File: config.mk
export PLATFORM = sky130hd
export DESIGN_NAME = pipe_stall_ctrl
export DESIGN_NICKNAME = d
export VERILOG_FILES = /design/src/rtl/pipe_ctrl_pkg.sv /design/src/rtl/sat_counter.sv /design/src/rtl/pipe_stall_ctrl.sv
export SDC_FILE = /design/constraint.sdc
export NUM_CORES = 1
export LEC_CHECK = 0
export ABC_AREA = 1
export BUFFER_PORTS_ARGS = -buffer_cell sky130_fd_sc_hd__clkbuf_2
export CORE_ASPECT_RATIO = 1.25
export CORE_MARGIN = 2
export CORE_UTILIZATION = 55
export CTS_BUF_LIST = sky130_fd_sc_hd__clkbuf_8 sky130_fd_sc_hd__clkbuf_16
export DETAILED_ROUTE_END_ITERATION = 10
export GPL_ROUTABILITY_DRIVEN = 0
export PLACE_DENSITY = 0.75
export SKIP_LAST_GASP = 1
export SYNTH_ARGS = -nofsm -noshare
export SYNTH_HDL_FRONTEND = slang
export SYNTH_SLANG_ARGS = --single-unit
File: constraint.sdc
create_clock -name clk -period 4 [get_ports clk]
set_input_delay 1.2 -clock clk [delete_from_list [all_inputs] [get_ports clk]]
set_output_delay 1.2 -clock clk [all_outputs]
set_load 0.005 [all_outputs]
File: src/rtl/pipe_ctrl_pkg.sv
// Shared types and constants for the pipeline sequencing controller.
package pipe_ctrl_pkg;

   typedef enum logic [1:0] {
      RUN    = 2'd0,
      DRAIN  = 2'd1,
      HALTED = 2'd2
   } state_t;

   // Active-low nop controls: 0 injects a nop, 1 passes the instruction.
   localparam logic NOP_ON_S  = 1'b0;
   localparam logic NOP_OFF_S = 1'b1;

   localparam int unsigned DRAIN_CYCLES_DEF = 3;

endpackage

File: src/rtl/sat_counter.sv
// Saturating event counter with synchronous clear.
module sat_counter #(
   parameter int unsigned WIDTH = 16
) (
   input  logic             clk,
   input  logic             reset_n,
   input  logic             inc,
   input  logic             clr,
   output logic [WIDTH-1:0] count
);

   // Clear beats increment; the count sticks at all-ones.
   always_ff @(posedge clk) begin
      if (!reset_n || clr) begin
         count <= '0;
      end else if (inc && (count != '1)) begin
         count <= count + WIDTH'(1);
      end
   end

endmodule

File: src/rtl/pipe_stall_ctrl.sv
// Pipeline sequencing controller: merges load-use, branch flush, memory
// wait and debug halt into the pipeline-register enable/bubble/flush set.
module pipe_stall_ctrl
   import pipe_ctrl_pkg::*;
#(
   parameter int unsigned CNT_W        = 16,
   parameter int unsigned MEM_TIMEOUT  = 15,
   parameter int unsigned DRAIN_CYCLES = DRAIN_CYCLES_DEF
) (
   input  logic             clk,
   input  logic             reset_n,
   input  logic             ld_hazard,
   input  logic             br_taken,
   input  logic             mem_req,
   input  logic             mem_ready,
   input  logic             halt_req,
   input  logic             resume,
   input  logic             clr_stats,
   output logic             pc_enable,
   output logic             ifid_enable,
   output logic             ifid_flush,
   output logic             nop_insertion_s,
   output logic             idex_enable,
   output logic             exmem_enable,
   output logic             memwb_nop_s,
   output logic             halted,
   output logic             mem_timeout,
   output logic [CNT_W-1:0] stall_cnt,
   output logic [CNT_W-1:0] flush_cnt
);

   localparam int unsigned WAIT_W = $clog2(MEM_TIMEOUT + 1);
   localparam int unsigned DCNT_W = (DRAIN_CYCLES > 1) ? $clog2(DRAIN_CYCLES) : 1;

   state_t              state, state_nxt;
   logic [DCNT_W-1:0]   dcnt, dcnt_nxt;
   logic [WAIT_W-1:0]   wait_cnt, wait_nxt;
   logic                halt_blk, halt_blk_nxt;
   logic                freeze;
   logic                stall_inc;

   assign freeze = mem_req & ~mem_ready;

   // Next state and Mealy control outputs; freeze overrides every state.
   always_comb begin
      state_nxt       = state;
      dcnt_nxt        = dcnt;
      halt_blk_nxt    = halt_blk & halt_req;
      stall_inc       = 1'b0;
      pc_enable       = 1'b1;
      ifid_enable     = 1'b1;
      ifid_flush      = 1'b0;
      nop_insertion_s = NOP_OFF_S;
      idex_enable     = 1'b1;
      exmem_enable    = 1'b1;
      memwb_nop_s     = NOP_OFF_S;

      if (!reset_n) begin
         state_nxt = RUN;
      end else if (freeze) begin
         pc_enable    = 1'b0;
         ifid_enable  = 1'b0;
         idex_enable  = 1'b0;
         exmem_enable = 1'b0;
         memwb_nop_s  = NOP_ON_S;
         stall_inc    = 1'b1;
      end else begin
         case (state)
            RUN: begin
               if (ld_hazard) begin
                  pc_enable       = 1'b0;
                  ifid_enable     = 1'b0;
                  nop_insertion_s = NOP_ON_S;
                  stall_inc       = 1'b1;
               end else if (br_taken) begin
                  ifid_flush = 1'b1;
               end else if (halt_req && !halt_blk) begin
                  state_nxt = DRAIN;
                  dcnt_nxt  = '0;
               end
            end
            DRAIN: begin
               pc_enable       = 1'b0;
               ifid_enable     = 1'b0;
               nop_insertion_s = NOP_ON_S;
               if (dcnt == DCNT_W'(DRAIN_CYCLES - 1)) begin
                  state_nxt = HALTED;
               end else begin
                  dcnt_nxt = dcnt + DCNT_W'(1);
               end
            end
            HALTED: begin
               pc_enable       = 1'b0;
               ifid_enable     = 1'b0;
               nop_insertion_s = NOP_ON_S;
               if (resume) begin
                  state_nxt    = RUN;
                  // A halt_req still held at resume must drop before it counts again.
                  halt_blk_nxt = halt_req;
               end
            end
            default: begin
               state_nxt = RUN;
            end
         endcase
      end
   end

   // Consecutive memory-wait cycles, saturating at the timeout threshold.
   always_comb begin
      wait_nxt = '0;
      if (freeze) begin
         wait_nxt = (wait_cnt == WAIT_W'(MEM_TIMEOUT)) ? wait_cnt : wait_cnt + WAIT_W'(1);
      end
   end

   // State, drain/wait counters and registered status flags.
   always_ff @(posedge clk) begin
      if (!reset_n) begin
         state       <= RUN;
         dcnt        <= '0;
         wait_cnt    <= '0;
         halt_blk    <= 1'b0;
         halted      <= 1'b0;
         mem_timeout <= 1'b0;
      end else begin
         state    <= state_nxt;
         dcnt     <= dcnt_nxt;
         wait_cnt <= wait_nxt;
         halt_blk <= halt_blk_nxt;
         halted   <= (state_nxt == HALTED);
         if (wait_nxt == WAIT_W'(MEM_TIMEOUT)) begin
            mem_timeout <= 1'b1;
         end
      end
   end

   sat_counter #(.WIDTH(CNT_W)) u_stall_cnt (
      .clk     (clk),
      .reset_n (reset_n),
      .inc     (stall_inc),
      .clr     (clr_stats),
      .count   (stall_cnt)
   );

   sat_counter #(.WIDTH(CNT_W)) u_flush_cnt (
      .clk     (clk),
      .reset_n (reset_n),
      .inc     (ifid_flush),
      .clr     (clr_stats),
      .count   (flush_cnt)
   );

endmodule

# Word-level counts from Yosys, hierarchy flattened
# Cells that the tools add are included.
# Widths: inputs -> output; s select.
[op_classes] n_addsub=4 eq_ne=12 muxes=35 n_bitwise=4 reduce_logical=10
[op_table] operator="$add 16x1->16 const B" n=2
[op_table] operator="$ne 16x16->1 const B" n=2
[op_table] operator="$mux 2" n=11
[op_table] operator="$mux 1" n=19
[op_table] operator="$eq 4x4->1 const B" n=2
[op_table] operator="$mux 4" n=2
[op_table] operator="$ne 2x2->1 const B" n=4
[op_table] operator="$eq 2x2->1 const B" n=3
[op_table] operator="$pmux 2 s3" n=1
[op_table] operator="$reduce_and 6->1" n=1
[op_table] operator="$add 4x1->4 const B" n=1
[op_table] operator="$pmux 2 s2" n=1
[op_table] operator="$logic_and 1x1->1" n=3
[op_table] operator="$add 2x1->2 const B" n=1
[op_table] operator="$and 1x1->1" n=2
[op_table] operator="$eq 2x1->1 const B" n=1
[op_table] operator="$logic_not 1->1" n=2
[op_table] operator="$logic_not 2->1" n=1
[op_table] operator="$not 1->1" n=2
[op_table] operator="$pmux 1 s2" n=1
[op_table] operator="$reduce_bool 2->1" n=1
[op_table] operator="$reduce_or 2->1" n=1
[op_table] operator="$logic_or 1x1->1" n=1
[totals] reg_bits=43 in_bits=9 output_inout_bits=41 elab_cells=73

# Longest topological paths before layout
[logic_depth] ltp_word=9 mapped_depth=9 mapped_depth_nobuf=9

# By module
# A second synthesis with hierarchy kept.
[unflattened] cells_unflattened=385 hier_area_um2=2556.2
[modules_own_cells] module="sat_counter" instances=2 cells_per_inst=145 area_each_um2=962.2
[modules_own_cells] module="pipe_stall_ctrl" instances=1 cells_per_inst=95 area_each_um2=631.9

# Least setup slack after synthesis
# No wires, ideal clock.
[synth_path] path_type="input port to output port" from="input port ld_hazard" to="output port pc_enable" arrival_ps=1791 required_ps=2800 path_slack_ps=1009 cell_stages=4 n_path_buf=1 path_cell_list="o21ai_0 -> nand2_1 -> o21ai_0 -> buf_4"
[synth_via] elab_chain_cells=4
[synth_lines] element="from (decl)" line_no="pipe_stall_ctrl.sv:12" source="input logic ld_hazard,"
[synth_lines] element="$mux 1"
[synth_lines] element="$pmux 1 s2"
[synth_lines] element="$mux 1 (2 in a row)"
[synth_lines] element="to (decl)" line_no="pipe_stall_ctrl.sv:19" source="output logic pc_enable,"
# No other way between the ends.

# Worst setup path in the final report
[layout_path] from="input port ld_hazard" to="output port ifid_enable"
[layout_via] elab_chain_cells=4
[layout_lines] element="$mux 1" line_no="pipe_stall_ctrl.sv:70" source="if (ld_hazard) begin"
[layout_lines] element="$pmux 1 s2" line_no="pipe_stall_ctrl.sv:68" source="case (state)"
[layout_lines] element="$mux 1" line_no="pipe_stall_ctrl.sv:60" source="end else if (freeze) begin"
[layout_lines] element="$mux 1" line_no="pipe_stall_ctrl.sv:58" source="if (!reset_n) begin"
[layout_lines] element="to (decl)" line_no="pipe_stall_ctrl.sv:20" source="output logic ifid_enable,"
# No other way between the ends.

==> results.json <==
{
  "status": "finished, final reports clean",
  "clock_sinks": 43,
  "fp.dieH_um": 82.8,
  "skew_ns": 0.00849,
  "relSlewSlack": 0.578,
  "fillCellCount": 431,
  "cp-start-kind": "primary input",
  "synth_edf_count": 0,
  "r2r_slack_ns": 2.06,
  "syn_inst": 387,
  "dpl.hpwl_mm": 4.08,
  "synth_commonest_cells": "104 x nand2_1, 54 x nor2_1, 43 x dfxtp_1, 35 x inv_1, 27 x nand3_1",
  "post-route-period-util": 0.783,
  "totalWireLength_mm": 5.47,
  "avgSynthCellArea_um2": 7.07,
  "rsz0062_at_grt": "no",
  "ioPinCount": 50,
  "grt_pass1_wl_mm": 9.52,
  "period_needed_ns": 3.13,
  "worstSetupPathType": "primary input to output port",
  "wl_per_cell_um": 11.1,
  "yosys_most_used_dff": "dfxtp_1",
  "track_usage": 0.209,
  "initial_core_util": 0.574,
  "cts_tree": "yes",
  "finalSetupViolCount": 0,
  "clockBufferDepth": 2,
  "clock-root-buffer": "clkbuf_8",
  "fp.dieW_um": 67.1,
  "drcViolationCount": 0,
  "critPathCaptureType": "output port",
  "whs_ns": 0.442,
  "clk_latency_ns": 0.29,
  "synth_area_mm2": 0.00274,
  "ir_drop_mv": 0.162,
  "maxSlewViolCount": 0,
  "max_freq_mhz": 319,
  "synth_cell_type_count": 35,
  "tightestPinTransition_ns": 0.632,
  "hold_viol_final": 0,
  "synthArstFlopShare": 0,
  "dieArea_mm2": 0.00556,
  "synth.most_common_cell": "nand2_1",
  "post_cts_resize_count": 0,
  "drtIter0Drc": 130,
  "synth_seq_cells": 43,
  "hold_start": "mem_timeout",
  "cts_made_buffers": 5,
  "synth_area_leader_cell": "dfxtp_1",
  "postRouteAntennaNets": 0,
  "port_buffers": 49,
  "drive_gt1_frac": 0.276,
  "antenna_found_initial": 0,
  "htree_levels": 2,
  "num_vias": 2456,
  "netlist.area_leader.share": 0.315,
  "synth_fp_nets": 400,
  "diodes": 0,
  "rr_startpoint": "u_flush_cnt.count[0]",
  "worstReg2RegEnd": "u_flush_cnt.count[7]",
  "rows": 28,
  "p_leak_uw": 0.00133,
  "finalNetCount": 447,
  "power_density_mw_per_mm2": 261,
  "postCtsSetupBuffers": 0,
  "r2r.worst_path.cells": 7,
  "clk_pin_slew_ns": 0.08,
  "min_path_type": "register to register",
  "cp.required_ns": 2.80,
  "synth_seq_area_share": 0.315,
  "grt_remaining_overflow": 0,
  "drt-pass1-iter-count": 4,
  "yosys_warnings": 0,
  "core_mm2": 0.00476,
  "holdPathStages": 2,
  "grt_max_degree": 23,
  "cap_violations": 0,
  "crit_fanout": 4,
  "hold_buffers": 0,
  "viasPerCell": 4.97,
  "syn_to_final_growth_pct": 11.9,
  "grt_pass1_vias": 2250,
  "fin_tns_setup_ns": 0,
  "synth_area_leaders": "dfxtp_1 31%, nand2_1 14%, nor2_1 7.4%",
  "worst-endpoint-arrival_ns": 1.93,
  "hold-path-endpoint": "mem_timeout"
}
[metrics by stage]
| stage | cell area, um^2 | worst slack [ns] | std cells | power (uW) | util |
|---|---|---|---|---|---|
| after global routing | 3060 | 0.793 | 494 | 834 | 0.642 |
| after floorplan | 2740 | 1.01 | 387 | 517 | - |
| after CTS | 3060 | 0.895 | 494 | 810 | 0.642 |
| final | 3060 | 0.866 | 494 | 800 | 0.642 |
| after detailed placement | 2970 | 0.892 | 487 | 531 | 0.624 |
| after global placement | 2970 | 0.937 | 487 | 530 | 0.624 |
[worst max-delay path: stages]
cell	delay, ns
clkbuf_2	0.11
o21ai_0	0.14
nand2_1	0.08
o21ai_0	0.23
clkbuf_2	0.17
[flip-flops by register name, summed over array words and instances, names as in the netlist]
name               count
dcnt                   2
halt_blk               1
halted                 1
mem_timeout            1
state                  2
u_flush_cnt.count     16
u_stall_cnt.count     16
wait_cnt               4
[worst max path at each step]
| stage | startpoint | end | slack, ns | cells after the start |
|---|---|---|---|---|
| floorplan | ld_hazard | pc_enable | 1.01 | 4 |
| global placement | ld_hazard | ifid_flush | 0.94 | 5 |
| detailed placement | ld_hazard | ifid_enable | 0.89 | 5 |
| CTS | ld_hazard | ifid_enable | 0.90 | 5 |
| global route | br_taken | ifid_flush | 0.79 | 6 |
| finish | ld_hazard | ifid_enable | 0.87 | 5 |
[cell families after synthesis]
| kind of cell | count (synthesis) | share of synthesized area |
|---|---|---|
| adders and majority gates | 4 | 0.0183 |
| xor gates and xnor gates | 14 | 0.0448 |
| and+or+nand+nor | 236 | 0.426 |
| DFF | 43 | 0.315 |
| AOI/OAI and AO/OA | 39 | 0.104 |
| buffers and inverters | 51 | 0.0924 |
[report_power, final]
group          switching, uW  total, uW  internal, uW
Clock                    143        279           136
Sequential              4.91        437           432
Combinational           56.5       83.8          27.3
[placed cells by master, fill, tap and decap left out, drive strengths merged, types with 2 or more instances in the layout]
master and instances:
o21ai 6, nor2 66, nand3 28, nor3 4, nand4 9, nand2 126, clkbuf 55, dfxtp 43
ha 4, a21oi 28, buf 2, xor2 9, xnor2 5, inv 40
[layout make-up]
| type | instances | area, um^2 | area share |
|---|---|---|---|
| sequential | 43 | 861 | 0.281 |
| inverter | 40 | 155 | 0.0507 |
| multi-input combinational | 293 | 1620 | 0.530 |
| clock buffer | 6 | 82.6 | 0.0270 |
| clock inverter | 1 | 5.00 | 0.00164 |
| timing repair buffer | 51 | 260 | 0.0850 |
| tap | 60 | 75.1 | 0.0245 |
[metal layers]
metal  vias up  wire [um]  part of all wire  track usage
li1       1317          -                 -            -
met1      1090       2470              0.45        0.253
met2        45       2780              0.51        0.368
met3         4        192             0.035       0.0393
met4         0         29            0.0053       0.0557
met5         -          0                 0            0
Power figures use the tool's default switching activity.
